===== config.mk =====
export PLATFORM = sky130hd
export DESIGN_NAME = imem_loadable
export DESIGN_NICKNAME = d
export VERILOG_FILES = /design/src/rtl/imem_pkg.sv /design/src/rtl/imem_array.sv /design/src/rtl/imem_loadable.sv
export SDC_FILE = /design/constraint.sdc
export NUM_CORES = 1
export LEC_CHECK = 0
export CORE_MARGIN = 2
export CORE_UTILIZATION = 62
export CTS_CLUSTER_DIAMETER = 30
export DETAILED_ROUTE_END_ITERATION = 12
export HOLD_SLACK_MARGIN = 0.1
export PLACE_DENSITY = 0.87
export SYNTH_ARGS = -nofsm -noshare
export SYNTH_HDL_FRONTEND = slang
export SYNTH_SLANG_ARGS = --single-unit

===== constraint.sdc =====
create_clock -name clk -period 3.23 [get_ports clk]
set_input_delay 0.646 -clock clk [delete_from_list [all_inputs] [get_ports clk]]
set_output_delay 0.646 -clock clk [all_outputs]
set_load 0.02 [all_outputs]

===== src/rtl/imem_pkg.sv =====
// Shared types and helpers for the loadable instruction memory.
// Optional feature macro: IMEM_PARITY_EN (per-word even parity).
package imem_pkg;

   // Widest instruction word the helper functions accept.
   localparam int MAX_W = 64;

   typedef enum logic [1:0] {
      ST_CLEAR = 2'd0,
      ST_IDLE  = 2'd1,
      ST_LOAD  = 2'd2,
      ST_RUN   = 2'd3
   } state_e;

   // The halt flag is always the most significant instruction bit.
   function automatic int halt_bit(input int iw);
      return iw - 1;
   endfunction

   // NOP encoding: all zeros; callers size-cast to their word width.
   function automatic logic [MAX_W-1:0] nop();
      return '0;
   endfunction

   // Even parity: the returned bit makes the total number of ones even.
   function automatic logic parity(input logic [MAX_W-1:0] w);
      return ^w;
   endfunction

endpackage


===== src/rtl/imem_array.sv =====
// Instruction storage: one synchronous write port, one registered read
// port, no reset on contents so it maps onto block RAM.
module imem_array #(
   parameter int AW    = 6,
   parameter int DW    = 11,
   parameter int DEPTH = 64
) (
   input  logic          clk,
   input  logic          we_i,
   input  logic [AW-1:0] waddr_i,
   input  logic [DW-1:0] wdata_i,
   input  logic          re_i,
   input  logic [AW-1:0] raddr_i,
   output logic [DW-1:0] rdata_o
);

   logic [DW-1:0] mem_q [DEPTH];
   logic [DW-1:0] rdata_q;

   // Write and registered read; read data holds when re_i is low.
   always_ff @(posedge clk) begin
      if (we_i) begin
         mem_q[waddr_i] <= wdata_i;
      end
      if (re_i) begin
         rdata_q <= mem_q[raddr_i];
      end
   end

   assign rdata_o = rdata_q;

endmodule


===== src/rtl/imem_loadable.sv =====
// Run-time loadable instruction memory. After reset the array is cleared
// to NOP, then a program is streamed in over the load port and served over
// a 1-cycle-latency fetch port. Tracks halt bits of fetched words.
// Optional feature macro: IMEM_PARITY_EN (adds load_par_inv / parity_err).
module imem_loadable
   import imem_pkg::*;
#(
   parameter int IW    = 11,
   parameter int AW    = 6,
   parameter int DEPTH = 64
) (
   input  logic          clk,
   input  logic          rst_n,
   input  logic          load_start,
   input  logic          load_valid,
   input  logic [IW-1:0] load_data,
   input  logic          load_last,
   output logic          load_ready,
   output logic          load_ovf,
   input  logic [AW-1:0] pc,
   input  logic          fetch_req,
   output logic [IW-1:0] instr,
   output logic          instr_valid,
   output logic          halt_seen,
   output logic          busy
`ifdef IMEM_PARITY_EN
   ,
   input  logic          load_par_inv,
   output logic          parity_err
`endif
);

   localparam int            HALT_BIT  = halt_bit(IW);
   localparam logic [AW-1:0] LAST_ADDR = AW'(DEPTH - 1);
`ifdef IMEM_PARITY_EN
   localparam int            DW        = IW + 1;
`else
   localparam int            DW        = IW;
`endif

   state_e        state_q, state_d;
   logic [AW-1:0] addr_q, addr_d;        // CLEAR sweep / LOAD write pointer
   logic          ovf_q, ovf_d;
   logic          halt_q, halt_d;        // sticky part of halt_seen
   logic          vld_q;
   logic          nop_sel_q;             // last fetch returns NOP (reset or pc out of range)

   logic          accept;
   logic [AW-1:0] eff_addr;
   logic          rd_en;
   logic          pc_oor;
   logic          halt_now;

   logic          mem_we;
   logic [AW-1:0] mem_waddr;
   logic [DW-1:0] mem_wdata;
   logic [DW-1:0] mem_rdata;

   // A load_start accompanying an accepted word restarts the program at 0.
   assign accept   = (state_q == ST_LOAD) && load_valid;
   assign eff_addr = load_start ? '0 : addr_q;
   // Requests arriving with load_start are dropped; the one before completes.
   assign rd_en    = (state_q == ST_RUN) && fetch_req && !load_start;
   assign pc_oor   = ({1'b0, pc} >= (AW+1)'(DEPTH));

   // Write port mux: CLEAR sweeps NOP, LOAD stores accepted words.
   always_comb begin
      mem_we    = 1'b0;
      mem_waddr = eff_addr;
      mem_wdata = DW'(nop());
      if (state_q == ST_CLEAR) begin
         mem_we    = 1'b1;
         mem_waddr = addr_q;
      end else if (accept) begin
         mem_we    = 1'b1;
`ifdef IMEM_PARITY_EN
         mem_wdata = {parity(MAX_W'(load_data)) ^ load_par_inv, load_data};
`else
         mem_wdata = load_data;
`endif
      end
   end

   imem_array #(
      .AW    (AW),
      .DW    (DW),
      .DEPTH (DEPTH)
   ) u_array (
      .clk     (clk),
      .we_i    (mem_we),
      .waddr_i (mem_waddr),
      .wdata_i (mem_wdata),
      .re_i    (rd_en),
      .raddr_i (pc),
      .rdata_o (mem_rdata)
   );

   assign instr       = nop_sel_q ? '0 : mem_rdata[IW-1:0];
   assign instr_valid = vld_q;
   assign halt_now    = vld_q && instr[HALT_BIT];
   assign halt_seen   = halt_q || halt_now;
   assign load_ovf    = ovf_q;
   assign busy        = (state_q == ST_CLEAR) || (state_q == ST_LOAD);
   assign load_ready  = (state_q == ST_LOAD);

`ifdef IMEM_PARITY_EN
   assign parity_err  = vld_q && !nop_sel_q &&
                        (mem_rdata[IW] != parity(MAX_W'(mem_rdata[IW-1:0])));
`endif

   // Next-state logic for the FSM, write pointer and sticky flags.
   always_comb begin
      state_d = state_q;
      addr_d  = addr_q;
      ovf_d   = ovf_q;
      halt_d  = halt_q || halt_now;
      case (state_q)
         ST_CLEAR: begin
            if (addr_q == LAST_ADDR) begin
               state_d = ST_IDLE;
               addr_d  = '0;
            end else begin
               addr_d  = addr_q + AW'(1);
            end
         end
         ST_IDLE, ST_RUN: begin
            if (load_start) begin
               state_d = ST_LOAD;
               addr_d  = '0;
               ovf_d   = 1'b0;
               halt_d  = 1'b0;
            end
         end
         ST_LOAD: begin
            if (load_start) begin
               addr_d = '0;
               ovf_d  = 1'b0;
               halt_d = 1'b0;
            end
            if (accept) begin
               if (load_last) begin
                  state_d = ST_RUN;
               end else if (eff_addr == LAST_ADDR) begin
                  state_d = ST_RUN;
                  ovf_d   = 1'b1;
               end else begin
                  addr_d  = eff_addr + AW'(1);
               end
            end
         end
         default: state_d = ST_CLEAR;
      endcase
   end

   // State and flag registers; reset restarts the CLEAR sweep.
   always_ff @(posedge clk or negedge rst_n) begin
      if (!rst_n) begin
         state_q   <= ST_CLEAR;
         addr_q    <= '0;
         ovf_q     <= 1'b0;
         halt_q    <= 1'b0;
         vld_q     <= 1'b0;
         nop_sel_q <= 1'b1;
      end else begin
         state_q   <= state_d;
         addr_q    <= addr_d;
         ovf_q     <= ovf_d;
         halt_q    <= halt_d;
         vld_q     <= rd_en;
         if (rd_en) begin
            nop_sel_q <= pc_oor;
         end
      end
   end

endmodule


==> run metrics <==
total setup violations reported at the end of the flow=0; class of the most critical hold timing path=in2async; summed negative setup slack over all endpoints=0 ns; arrival time of the worst setup path=2.46 ns; static leakage=11.5 nW; part of the total power dissipated in combinational logic=4.9%; die outline area=47,700 µm²; endpoints failing hold=0; distinct cell type count of the synthesized netlist=55; Clock Power Share=51.4%; share of async-settable or async-resettable flops after synthesis=1.65%; number of global-route vias before repair=16,333; Worst Path Required=2.58 ns; die outline height=218 µm; RD Place Congestion=0.961; WL/cell=34.9 µm; portion of total power attributed to sequential cells=43.6%; cell types with the highest counts after synthesis=715 x sky130_fd_sc_hd__edfxtp_1, 163 x sky130_fd_sc_hd__mux4_2, 98 x sky130_fd_sc_hd__nor2_1; launching element type of the critical path=register; number of antenna violations at the first check in global routing=4; dpl cell area=30,500 µm²; share of the synthesized area in the top cell type=75.4%; Syn Nets=1,384; fin area=34,300 µm²; Global Route Usage Sum=34.1%; internal power=18.6 mW; vias=16,291; Sw Share=22.6%; switching power=5.43 mW; number of port buffers=38; most area-consuming cells after synthesis=sky130_fd_sc_hd__edfxtp_1 75%, sky130_fd_sc_hd__mux4_2 13%, sky130_fd_sc_hd__nor2_1 1.3%; number of routed nets with antenna violations=0; IR Drop Worst-Case VDD=0.000552 V; total CTS buffers=111; outcome=finished, final reports clean; post-CTS setup repair buffer count=0; category of the worst setup path capture point=primary output; root buf cell=sky130_fd_sc_hd__clkbuf_16; final clock skew=0.0373 ns; Vias per Instance=7.21; dominant cell type by area after synthesis=sky130_fd_sc_hd__edfxtp_1; Area Overhead vs Synth=20.5%; Final Routed Wirelength=79.0 mm; starting density of the core=62.8%; fraction of the yosys area taken by sequential cells=76.4%; Achievable Freq=0.322 GHz; first-iteration detailed-routing DRC count=2,883; net count of the finished layout=1,590; Mean Syn Cell Area=21.0 µm²; most common flop cell mapped by yosys=sky130_fd_sc_hd__edfxtp_1; chip width=218 µm; RSZ-0062 raised after global routing=no; DRC Markers=0; half-perimeter wire length after placement=41.6 mm; clk_lat worst skew=0.67 ns; first drt pass iteration count=6; number of standard-cell rows in the floorplan=78; slew at the pin with the worst max-slew slack=0.839 ns; clock tree from TritonCTS=done; maximum number of pins on one net before global-route repair=65; worst-path fanout max=12; quantity of gates resized following cts=0; number of hold buffers added after cts=0; cell count after synthesis=1,359; tightest slew margin relative to the limit=44.1%; maximum buffer depth of the clock tree=3; count of boundary I/O pins=39; yosys warns=0; startpoint-to-endpoint class of the critical path=reg2out; count of state elements after synthesis=727; number of enable-type register cells in the synthesized netlist=715; Cell Area, Synth=28,500 µm²; most frequent cell after synthesis=sky130_fd_sc_hd__edfxtp_1; ratio of final minimum period to clock period=96.1%; wire length of the first global-routing pass=114 mm; Tmin final=3.10 ns; total of max-cap violations=0; clock-pin slew on the worst setup and hold paths=0.06 ns; number of levels the H-tree was split into=3; aggregate global routing overflow=0; power per cell area=699 nW/µm²; fraction of final layout cells sized beyond drive strength 1=30.9%; total core area=45,400 µm²; clk sink count=727; final-report max-slew violation count=0
==> power by group through the flow <==
stage / sequential (mW) / combinational [mW] / clock (mW)
finish: 10.5 / 1.18 / 12.4
global route: 10.5 / 1.20 / 12.8
CTS: 10.5 / 1.14 / 12.4
detailed placement: 10.7 / 1.09 / 0
global placement: 10.7 / 1.05 / 0
floorplan: 10.7 / 0.626 / 0
==> registers in the layout, indices dropped and copies added (netlist names) <==
signal           cells
instr_valid          1
u_array.rdata_o     11
load_ovf             1
nop_sel_q            1
state_q              2
u_array.mem_q      704
halt_q               1
addr_q               6
==> critical path, stage by stage, from the launching register on <==
cell                              delay [ns]
sky130_fd_sc_hd__dfstp_2                0.78
sky130_fd_sc_hd__nor2b_1                0.18
sky130_fd_sc_hd__a21o_1                 0.26
sky130_fd_sc_hd__clkdlybuf4s50_1        0.56
==> cell type report <==
class | count | area (µm²)
sequential | 727 | 21800
fill | 2152 | 11000
multi-input combinational | 552 | 6270
clock buffer | 122 | 2860
timing repair buffer | 169 | 1650
clock inverter | 86 | 1010
tap | 600 | 751
inverter | 4 | 15.0
antenna | 1 | 2.50
==> cells in the final DEF, fill, tap and decap left out, drive strengths merged, types with 4 or more instances in the layout <==
master / count
edfxtp: 715
mux4: 176
buf: 134
clkbuf: 123
nor2: 98
o22ai: 42
clkinv: 38
clkdlybuf4s50: 34
o21ai: 30
mux2i: 25
inv: 24
a21oi: 23
nor2b: 19
nand2: 17
bufinv: 15
clkinvlp: 13
and2: 13
nor3: 12
a32o: 11
dfrtp: 11
nand2b: 9
mux2: 8
o32ai: 8
nand3: 8
or2: 5
nand3b: 5
or3: 4
nand4: 4
==> layer usage <==
layer  GRT usage, %  up-vias  routed length (µm)
met3           10.4      390               10700
met5              0        -                  24
met1           44.5     8132               26300
met4           18.7        4                5140
met2           51.9     1627               36700
li1               -     6138                   -
==> kinds of logic (layout without fill, tap and decap cells) <==
kind of cell | count (synthesis) | after routing | synth area share (%)
adder cells (fa/ha/maj) | 2 | 2 | 0.0878
flip-flops | 727 | 727 | 76.4
AO/OA/AOI/OAI | 136 | 136 | 3.11
XOR/XNOR | 1 | 1 | 0.0308
buffers and inverters | 80 | 381 | 1.59
other | 0 | 1 | 0
AND/OR/NAND/NOR | 204 | 204 | 3.47
multiplexers | 209 | 209 | 15.3
==> final timing paths <==
path,start,endpoint,slack (ns),cells past startpoint
max in group asynchronous,rst_n,addr_q[2]$_DFF_PN0_,2.42,1
min in group clk,load_ovf$_DFFE_PN0N_,load_ovf$_DFFE_PN0N_,0.60,2
setup / recovery,nop_sel_q$_DFFE_PN1P_,halt_seen,0.13,3
hold / removal,rst_n,instr_valid$_DFF_PN0_,0.38,1
setup reg to reg,state_q[1]$_DFFE_PN0P_,u_array.mem_q[42][2]$_DFFE_PP_,0.31,6
hold reg to reg,load_ovf$_DFFE_PN0N_,load_ovf$_DFFE_PN0N_,0.60,2
==> per-stage QoR <==
step	hold WS (ns)	worst slack [ns]	utilization (%)	power, mW	std cells
final	0.378	0.127	75.7	24.0	2261
after global routing	0.388	0.154	75.7	24.5	2260
after CTS	0.356	0.226	75.7	24.0	2260
after detailed placement	0.562	0.119	67.1	11.8	2052
after global placement	0.560	0.219	67.1	11.7	2052
after floorplan	0.350	0.615	-	11.3	1359
(Power assumes the default switching activity.)
